$ cat config.mk
export PLATFORM = sky130hd
export DESIGN_NAME = sram_port_arbiter
export DESIGN_NICKNAME = d
export VERILOG_FILES = /design/src/rtl/sram_port_arbiter_pkg.sv /design/src/rtl/sram_arb_pick.sv /design/src/rtl/sram_port_arbiter.sv
export SDC_FILE = /design/constraint.sdc
export NUM_CORES = 1
export LEC_CHECK = 0
export ABC_AREA = 1
export BUFFER_PORTS_ARGS = -buffer_cell sky130_fd_sc_hd__buf_2
export CORE_AREA = 2 2 263 265
export CTS_CLUSTER_SIZE = 20
export DETAILED_ROUTE_END_ITERATION = 8
export DIE_AREA = 0 0 265 267
export PLACE_DENSITY = 0.3
export SLEW_MARGIN = 30
export SYNTH_ARGS = -nofsm -noshare
export SYNTH_HDL_FRONTEND = slang
export SYNTH_SLANG_ARGS = --single-unit
export TNS_END_PERCENT = 100
$ cat constraint.sdc
create_clock -name clk_sys_i -period 1.2 [get_ports clk_sys_i]
set_input_delay 0.06 -clock clk_sys_i [delete_from_list [all_inputs] [get_ports clk_sys_i]]
set_output_delay 0.06 -clock clk_sys_i [all_outputs]
set_load 0.03 [all_outputs]
$ cat src/rtl/sram_port_arbiter_pkg.sv
// ---------------------------------------------------------------------------
// sram_port_arbiter_pkg
// Shared constants and types for the SRAM port arbiter:
//   - default SRAM geometry (word width, word address width)
//   - maximum channel count and fixed channel indices
//   - arbiter FSM state encoding
//   - ring_idx(): modular channel-index helper used by the round-robin logic
// ---------------------------------------------------------------------------
package sram_port_arbiter_pkg;

    localparam int SRAM_DATA_BIT_DEF = 128;
    localparam int SRAM_ADDR_BIT_DEF = 10;
    localparam int CH_NUM_MAX        = 8;

    localparam int CH_MEM = 0;
    localparam int CH_IF  = 1;

    typedef enum logic {
        ARB    = 1'b0,
        LOCKED = 1'b1
    } arb_state_e;

    // (base + off) mod n for base < n and off < n, without a divider.
    function automatic int ring_idx(input int base, input int off, input int n);
        int s;
        s = base + off;
        return (s >= n) ? (s - n) : s;
    endfunction

endpackage

$ cat src/rtl/sram_arb_pick.sv
// ---------------------------------------------------------------------------
// sram_arb_pick
// Combinational winner selection: eligible request vector + round-robin
// pointer -> one-hot grant (all zeros when nothing is eligible).
// Build option SRAM_ARB_RR_EN:
//   defined   : round-robin, scan ascending from i_ptr, wrapping mod CH_NUM
//   undefined : fixed priority, lowest index wins, i_ptr ignored
// Ports:
//   i_req  [CH_NUM]  eligible requests
//   i_ptr  [PTR_W]   round-robin start channel
//   o_gnt  [CH_NUM]  one-hot winner
// ---------------------------------------------------------------------------
module sram_arb_pick
    import sram_port_arbiter_pkg::*;
#(
    parameter int CH_NUM = 2,
    parameter int PTR_W  = 1
)(
    input  logic [CH_NUM-1:0] i_req,
    input  logic [PTR_W-1:0]  i_ptr,
    output logic [CH_NUM-1:0] o_gnt
);

`ifdef SRAM_ARB_RR_EN
    logic w_found;

    always_comb begin
        o_gnt   = '0;
        w_found = 1'b0;
        for (int i = 0; i < CH_NUM; i++) begin
            if (!w_found && i_req[ring_idx(int'(i_ptr), i, CH_NUM)]) begin
                o_gnt[ring_idx(int'(i_ptr), i, CH_NUM)] = 1'b1;
                w_found = 1'b1;
            end
        end
    end
`else
    // The pointer has no meaning for fixed priority.
    logic w_unused_ptr;
    assign w_unused_ptr = ^i_ptr;

    // Isolate the lowest set bit.
    assign o_gnt = i_req & (~i_req + CH_NUM'(1));
`endif

endmodule

$ cat src/rtl/sram_port_arbiter.sv
// ---------------------------------------------------------------------------
// sram_port_arbiter
// Multiplexes CH_NUM cache refill/writeback masters onto one single-port
// block-memory port. Read data comes back RD_LATENCY cycles after the grant,
// tagged with the issuing channel on rvalid_o. A master may hold lock_i to
// keep the port for back-to-back beats.
// Build option SRAM_ARB_RR_EN: round-robin arbitration when defined, fixed
// priority (lowest index wins) when undefined.
// Ports:
//   clk_sys_i, rst_sys_i (async, active-low)
//   req_i/we_i/lock_i [CH_NUM]         per-channel request, direction, lock
//   addr_i  [CH_NUM*SRAM_ADDR_BIT]     flattened addresses, ch0 in LSBs
//   wdata_i [CH_NUM*SRAM_DATA_BIT]     flattened write data, ch0 in LSBs
//   gnt_o   [CH_NUM]                   one-hot combinational accept
//   rvalid_o[CH_NUM], rdata_o          read response, shared data bus
//   sram_ena_o/wea_o/addr_o/data_o     SRAM command port
//   sram_data_i                        SRAM read data
//
// Handshake: a channel raises req_i[k] with we_i/lock_i/addr/wdata stable and
// holds them until gnt_o[k]; a beat transfers in the cycle where req_i[k] and
// gnt_o[k] are both high. gnt_o is at most one-hot and never set without req.
// Reads have no back-pressure: rvalid_o[k] is a single-cycle pulse.
// ---------------------------------------------------------------------------
module sram_port_arbiter
    import sram_port_arbiter_pkg::*;
#(
    parameter int CH_NUM        = 2,
    parameter int SRAM_DATA_BIT = SRAM_DATA_BIT_DEF,
    parameter int SRAM_ADDR_BIT = SRAM_ADDR_BIT_DEF,
    parameter int RD_LATENCY    = 1
)(
    input  logic                              clk_sys_i,
    input  logic                              rst_sys_i,
    input  logic [CH_NUM-1:0]                 req_i,
    input  logic [CH_NUM-1:0]                 we_i,
    input  logic [CH_NUM-1:0]                 lock_i,
    input  logic [CH_NUM*SRAM_ADDR_BIT-1:0]   addr_i,
    input  logic [CH_NUM*SRAM_DATA_BIT-1:0]   wdata_i,
    output logic [CH_NUM-1:0]                 gnt_o,
    output logic [CH_NUM-1:0]                 rvalid_o,
    output logic [SRAM_DATA_BIT-1:0]          rdata_o,
    output logic                              sram_ena_o,
    output logic                              sram_wea_o,
    output logic [SRAM_ADDR_BIT-1:0]          sram_addr_o,
    output logic [SRAM_DATA_BIT-1:0]          sram_data_o,
    input  logic [SRAM_DATA_BIT-1:0]          sram_data_i
);

    localparam int PTR_W = (CH_NUM > 1) ? $clog2(CH_NUM) : 1;

    arb_state_e         r_state;
    logic [CH_NUM-1:0]  r_owner;
    logic [CH_NUM-1:0]  r_tag [RD_LATENCY];
    logic [CH_NUM-1:0]  w_elig;
    logic [CH_NUM-1:0]  w_gnt;
    logic [PTR_W-1:0]   w_ptr;
    logic               w_xfer;
    logic               w_lock_beat;

    // Grants are suppressed while reset is asserted, since gnt_o is
    // combinational and must read zero during reset. In LOCKED only the
    // owner may win.
    assign w_elig = !rst_sys_i           ? '0 :
                    (r_state == LOCKED)  ? (req_i & r_owner) :
                                           req_i;

    sram_arb_pick #(
        .CH_NUM (CH_NUM),
        .PTR_W  (PTR_W)
    ) u_pick (
        .i_req  (w_elig),
        .i_ptr  (w_ptr),
        .o_gnt  (w_gnt)
    );

    assign gnt_o       = w_gnt;
    assign w_xfer      = |w_gnt;
    assign w_lock_beat = |(w_gnt & lock_i);

    // One-hot grant -> SRAM command mux.
    always_comb begin
        sram_wea_o  = 1'b0;
        sram_addr_o = '0;
        sram_data_o = '0;
        for (int ch = 0; ch < CH_NUM; ch++) begin
            if (w_gnt[ch]) begin
                sram_wea_o  = we_i[ch];
                sram_addr_o = addr_i[ch*SRAM_ADDR_BIT +: SRAM_ADDR_BIT];
                sram_data_o = wdata_i[ch*SRAM_DATA_BIT +: SRAM_DATA_BIT];
            end
        end
    end
    assign sram_ena_o = w_xfer;

    // Lock FSM. A locked owner that drops req_i simply idles the port and
    // keeps ownership; only an owner beat with lock_i=0 releases it.
    always_ff @(posedge clk_sys_i or negedge rst_sys_i) begin
        if (!rst_sys_i) begin
            r_state <= ARB;
            r_owner <= '0;
        end else begin
            case (r_state)
                ARB: begin
                    if (w_xfer && w_lock_beat) begin
                        r_state <= LOCKED;
                        r_owner <= w_gnt;
                    end
                end
                LOCKED: begin
                    if (w_xfer && !w_lock_beat) begin
                        r_state <= ARB;
                        r_owner <= '0;
                    end
                end
                default: begin
                    r_state <= ARB;
                    r_owner <= '0;
                end
            endcase
        end
    end

`ifdef SRAM_ARB_RR_EN
    logic [PTR_W-1:0] r_ptr;
    int               w_win;

    always_comb begin
        w_win = 0;
        for (int i = 0; i < CH_NUM; i++) begin
            if (w_gnt[i]) w_win = i;
        end
    end

    // The pointer follows every ARB transfer (including the locking beat),
    // freezes while locked, and moves again on the unlocking beat.
    always_ff @(posedge clk_sys_i or negedge rst_sys_i) begin
        if (!rst_sys_i) begin
            r_ptr <= '0;
        end else if (w_xfer && ((r_state == ARB) || !w_lock_beat)) begin
            r_ptr <= PTR_W'(ring_idx(w_win, 1, CH_NUM));
        end
    end
    assign w_ptr = r_ptr;
`else
    assign w_ptr = '0;
`endif

    // Read tag pipe: the issuing channel travels alongside the SRAM access
    // so the response lines up with sram_data_i. Reset flushes it.
    always_ff @(posedge clk_sys_i or negedge rst_sys_i) begin
        if (!rst_sys_i) begin
            for (int i = 0; i < RD_LATENCY; i++) r_tag[i] <= '0;
        end else begin
            r_tag[0] <= w_gnt & ~we_i;
            for (int i = 1; i < RD_LATENCY; i++) r_tag[i] <= r_tag[i-1];
        end
    end

    assign rvalid_o = r_tag[RD_LATENCY-1];
    assign rdata_o  = sram_data_i;

endmodule
==> run metrics, run 1 <==
outcome=finished, violations left; failing checks=negative setup slack; Root Driver=clkbuf_16; fill count=7878; Area Overhead vs Synth=155.9%; Mean Syn Cell Area=between 8 and 9 um2; initial drt markers=approximately 120; Worst Clk Skew=approximately 0.0027 ns; Core ar.=just under 70000 um2; crit path launch type=flip-flop; final hold slack=0.05042 ns; Synth top area share=~44%; post-DP HPWL=roughly 18000 um; vias in the first global route=around 4200; number of placement rows=96; Post-synth ARST share=between 90% and 100%; worst vdd rail ir drop=0.0002965 V; final core utilization=around 10%; total routed wirelength=24080 um; Pins Over Slew Limit=0; Total Routing Usage GR=under 10%; ys flop type=dfrtp_1; Worst-path clk slew=~0.03 ns; Max Cap Viol=0; IO Count=roughly 680; Die Y=267 um; die area=70760 um2; post-synthesis instance area=around 2700 um2; htree depth=1; Final setup viols=roughly 150; number of flops mapped to enable cells by yosys=0; Synth cell types=14; initial antenna violation count=9; First-pass DRT Iterations=4; Skew-Pair Late Insertion Delay=~0.23 ns; Worst path max stage delay=about 0.40 ns; layout cells sized above 1=a little over nine tenths; crit path capture type=output pin; first-pass GRT wire length=just under 30000 um; cell taking the most area after synthesis=a22o_1; critical path, cell by cell=nand2_2 -> nand2_4 -> nand2_4 -> inv_6 -> buf_12 -> buf_12 -> clkbuf_16 -> a22o_2 -> buf_6; Worst Path Required=between 1 and 1.5 ns; TritonCTS clock tree=yes; DRC errors left=0; drt via density=~2.6; crit path kind=reg -> out; nets=between 1000 and 1500; Leak=3.501 nW; fmax=approximately 550 MHz; synth cell count leaders=138 x a22o_1, 128 x buf_4, 23 x buf_6; starting density of the core=under 10%; Final Hold Viols=0; sequential area share after synthesis=4.587%; Post-DRT Antenna Nets=0; CTS Sinks=5; total CTS buffers=3; wire per inst=about 15 um; largest net degree at the start of global routing=26; Longest Clk Path Bufs=2; max_slew headroom=approximately nine tenths; Synth area leaders=a22o_1 44%, buf_4 35%, buf_6 9.5%; Chip Width=roughly 270 um; Post-Synthesis Cells=between 300 and 400; Period minus WS final=about 1.8 ns; RSZ-0062 raised after global routing=true; total power divided by cell area=184.9 nW/um2; gpl congestion=between 0.6 and 0.7; Final period util=151.1%; actual slew at the worst max-slew pin=around 0.17 ns; Ys Warns=0; Final WS setup=-0.6136 ns; Post-Route Setup TNS=-75.39 ns; Seq cells post-synth=5; top-count cell post-synth=a22o_1; Syn Nets=approximately 750; global route overflow=0; I/O Buffers=approximately 430; via count=roughly 4100; crit path max fanout=6; WP data arrival=roughly 1.8 ns; critical path's slowest cell=dfrtp_1; worst hold path type=in -> reg
-- through the flow --
step                power (mW)  cell area [um2]  cells  setup WS (ns)
finish                   1.291             6980   1554        -0.6136
detailed placement      0.7299             5747   1522        -0.4762
CTS                      1.293             6738   1545        -0.6378
global placement        0.7229             5747   1522        -0.4542
floorplan               0.9794             3354    334        -0.1714
global route             1.358             6980   1554        -0.6723
-- what timing repair did --
item | CTS | global route
endpoints found under the setup margin | 145 | 145
hold buffers | 3 | 0
resized for setup | 221 | 22
buffers inserted | 12 | 5
pin swaps | 3 | 4
gates cloned | 4 | 6
hold endpoints to repair | 6 | 0
-- routing by layer --
layer,vias to the layer above,track usage (%),share of wire [%]
met4,6,1.557,3.0
met1,1831,6.176,37
li1,1808,-,-
met2,405,10.13,48
met3,54,2.777,12
met5,-,0,0.17
-- cell families after synthesis --
logic type / count (synthesis) / share of synthesized area [%]
AO/OA/AOI/OAI: 142 / 45.14
flip-flops: 5 / 4.587
AND/OR/NAND/NOR: 22 / 3.395
buffers and inverters: 165 / 46.88
-- cells in the final DEF, fill, tap and decap left out --
| cell | instances |
|---|---|
| buf_4 | 89 |
| o211ai_1 | 1 |
| clkbuf_1 | 1 |
| a22o_4 | 61 |
| buf_6 | 82 |
| buf_8 | 3 |
| buf_2 | 291 |
| dlygate4sd3_1 | 3 |
| clkbuf_16 | 9 |
| nor2_1 | 1 |
| dfrtp_1 | 5 |
| buf_12 | 9 |
| nand3_4 | 1 |
| inv_2 | 2 |
| clkbuf_4 | 2 |
| inv_1 | 3 |
| inv_6 | 2 |
| nand3_1 | 5 |
| diode_2 | 1 |
| a21oi_2 | 2 |
| nand2_4 | 2 |
| a22o_2 | 76 |
| buf_16 | 5 |
| nand2_1 | 9 |
| nand2_2 | 3 |
| a22o_1 | 1 |
| bufbuf_16 | 1 |
| nor2_2 | 1 |
| a21oi_1 | 1 |
-- cell type report --
class | count | area (um2) | area share, %
Clock buffer | 4 | 78.83 | 1.129
Tap cell | 882 | 1104 | 15.81
Antenna cell | 1 | 2.502 | 0.03585
Inverter | 7 | 36.28 | 0.5198
Multi-Input combinational cell | 164 | 1996 | 28.59
Timing Repair Buffer | 491 | 3638 | 52.12
Sequential cell | 5 | 125.1 | 1.792
-- report_power, final --
group	leakage (nW)	internal, mW	switching [mW]
clock network	0.0382	0.440	0.110
registers	0.0647	0.170	0
logic	3.40	0.340	0.231
-- worst max-delay path, delay by kind of cell (launching register included) --
kind            cells  cell delay [ns]
buf+inv             5             0.64
flops               1             0.40
simple gates        3             0.25
compound gates      1             0.22
-- path summary, 6_finish.rpt --
kind                                        start                     end  slack (ns)  cells past startpoint
setup / recovery                        flip-flop         sram_data_o[24]       -0.61                      9
hold / removal                            we_i[1]   rvalid_o[1]$_DFF_PN0_        0.05                      2
setup reg to reg                        flip-flop  r_owner[1]$_DFFE_PN0P_       -0.33                      8
hold reg to reg            r_owner[1]$_DFFE_PN0P_  r_owner[1]$_DFFE_PN0P_        0.52                      2
max in group asynchronous               rst_sys_i  r_owner[1]$_DFFE_PN0P_        0.79                      3
min in group asynchronous               rst_sys_i   rvalid_o[0]$_DFF_PN0_        0.26                      3
(Power assumes the default switching activity.)
==> run 2: changes to the inputs <==
--- a/config.mk
+++ b/config.mk
@@ -11,7 +11,7 @@
 export CTS_CLUSTER_SIZE = 20
 export DETAILED_ROUTE_END_ITERATION = 8
 export DIE_AREA = 0 0 265 267
-export PLACE_DENSITY = 0.3
+export PLACE_DENSITY_LB_ADDON = 0.25
 export SLEW_MARGIN = 30
 export SYNTH_ARGS = -nofsm -noshare
 export SYNTH_HDL_FRONTEND = slang
==> run metrics, run 2 (synthesized netlist as in run 1, its figures left out) <==
Worst-path clk slew=0.03 ns; TritonCTS clock tree=yes; Skew-Pair Late Insertion Delay=around 0.23 ns; Chip Width=between 200 and 300 um; total routed wirelength=20790 um; Die Y=~270 um; wire per inst=between 10 and 15 um; fill count=a little under 8000; outcome=finished, violations left; Sw Ratio=between 20% and 30%; First-pass DRT Iterations=4; final core utilization=9.439%; htree depth=1; Longest Clk Path Bufs=2; final instance area=6417 um2; CTS Sinks=5; Post-DRT Antenna Nets=0; Area after DPL=between 5000 and 6000 um2; worst reg2reg path depth=9; Period minus WS final=1.820 ns; worst vdd rail ir drop=about 0.00030 V; via count=4001; post-DP HPWL=around 17000 um; die area=~71000 um2; worst hold path cell count=2; fmax=between 500 and 600 MHz; Leak=between 3 and 4 nW; crit path max fanout=13; number of placement rows=between 90 and 100; crit path launch type=flip-flop; Post-Route Setup TNS=-75.70 ns; Sw Pwr=329.7 uW; layout cells sized above 1=between 90% and 100%; first-pass GRT wire length=around 26000 um; gpl congestion=between 0.6 and 0.7; max_slew headroom=roughly 76%; clock power share=between 40% and 50%; WP data arrival=roughly 1.8 ns; I/O Buffers=around 430; reg2reg end=r_owner[0]$_DFFE_PN0P_; Final setup viols=roughly 150; starting density of the core=around 4%; total CTS buffers=3; Area Overhead vs Synth=135.3%; largest net degree at the start of global routing=55; RSZ-0062 raised after global routing=true; worst hold path type=in -> reg; drt via density=2.618; global route overflow=0; sequential power share=about an eighth; Final WS setup=-0.6200 ns; Logic pwr share=between 40% and 50%; most frequent cells in the layout=311 x buf_2, 76 x a22o_2, 64 x buf_4, 61 x a22o_4, 44 x buf_6; internal power=943.3 uW; Post-Place Worst Slack=-0.4171 ns; min-delay src=we_i[0]; actual slew at the worst max-slew pin=roughly 0.36 ns; nets=1055; Reg2Reg Setup Slack=-0.34 ns; post-route insts no fill=1528; hold endpoint=rvalid_o[0]$_DFF_PN0_; total power divided by cell area=approximately 200 nW/um2; Core ar.=around 68000 um2; crit path kind=reg -> out; Final period util=151.7%; commonest non-fill, non-tap cell in the layout=buf_2; initial antenna violation count=9; DRC errors left=0; Root Driver=clkbuf_16; Max Cap Viol=0; Worst Path Required=~1.1 ns; initial drt markers=a little under 100; IO Count=684; Total Routing Usage GR=under 10%; Placed Instances=1508; Final Hold Viols=0; Worst Clk Skew=about 0.0014 ns; vias in the first global route=4043; crit path capture type=output pin; Pins Over Slew Limit=0; failing checks=negative setup slack
-- run 2: critical path, stage by stage, from the launching register on --
cell	delay (ns)
dfrtp_1	0.40
nand2_2	0.10
nand2_4	0.08
nand2_4	0.08
inv_6	0.05
buf_12	0.14
buf_12	0.15
buf_16	0.14
a22o_2	0.21
buf_6	0.13
-- run 2: through the flow --
stage	total power [mW]	hold WS [ns]
3_5_place_dp	0.7341	0.0004232
2_1_floorplan	0.9794	-0.2356
6_report	1.273	0.02328
4_1_cts	1.292	0.01497
3_3_place_gp	0.7332	0.003052
5_1_grt	1.345	0.03728
-- run 2: area by class of cell --
class | count | area (um2) | share of cell area, %
inverters | 7 | 36.28 | 0.5654
repair buffers | 462 | 3085 | 48.08
flip-flops and latches | 5 | 125.1 | 1.950
well taps | 882 | 1104 | 17.20
diodes | 4 | 10.01 | 0.1560
clock buffers | 4 | 78.83 | 1.228
multi-input cells | 164 | 1978 | 30.82
-- run 2: metal layers --
layer	wire (um)	up-vias	GRT usage [%]	share of wire (%)
li1	-	1753	-	-
met2	9738	428	8.924	47
met3	2497	70	1.974	12
met1	7236	1748	5.180	35
met4	1310	2	3.130	6.3
met5	10	-	0	0.048
-- run 2: worst max path at each step --
stage	from	to	slack, ns	cells past startpoint
finish	flip-flop	sram_data_o[67]	-0.62	9
CTS	flip-flop	sram_data_o[66]	-0.62	9
global route	flip-flop	sram_data_o[54]	-0.68	8
floorplan	flip-flop	sram_data_o[118]	-0.17	5
global placement	r_owner[0]$_DFFE_PN0P_	sram_data_o[89]	-0.40	9
detailed placement	r_owner[0]$_DFFE_PN0P_	sram_data_o[89]	-0.42	9
-- run 2: what timing repair did --
action / CTS / global route
pin swaps: 2 / 0
resized for setup: 124 / 59
hold buffers: 1 / 0
setup endpoints to repair: 145 / 145
hold endpoints to repair: 5 / 0
cloned: 5 / 0
buffers inserted: 5 / 1
-- run 2: power by group through the flow --
| stage | logic [mW] | registers (mW) | clock network (mW) |
|---|---|---|---|
| after floorplan | 0.808 | 0.172 | 0 |
| after global placement | 0.561 | 0.172 | 0 |
| after detailed placement | 0.562 | 0.172 | 0 |
| after CTS | 0.568 | 0.170 | 0.555 |
| after global routing | 0.605 | 0.170 | 0.570 |
| final | 0.560 | 0.170 | 0.543 |
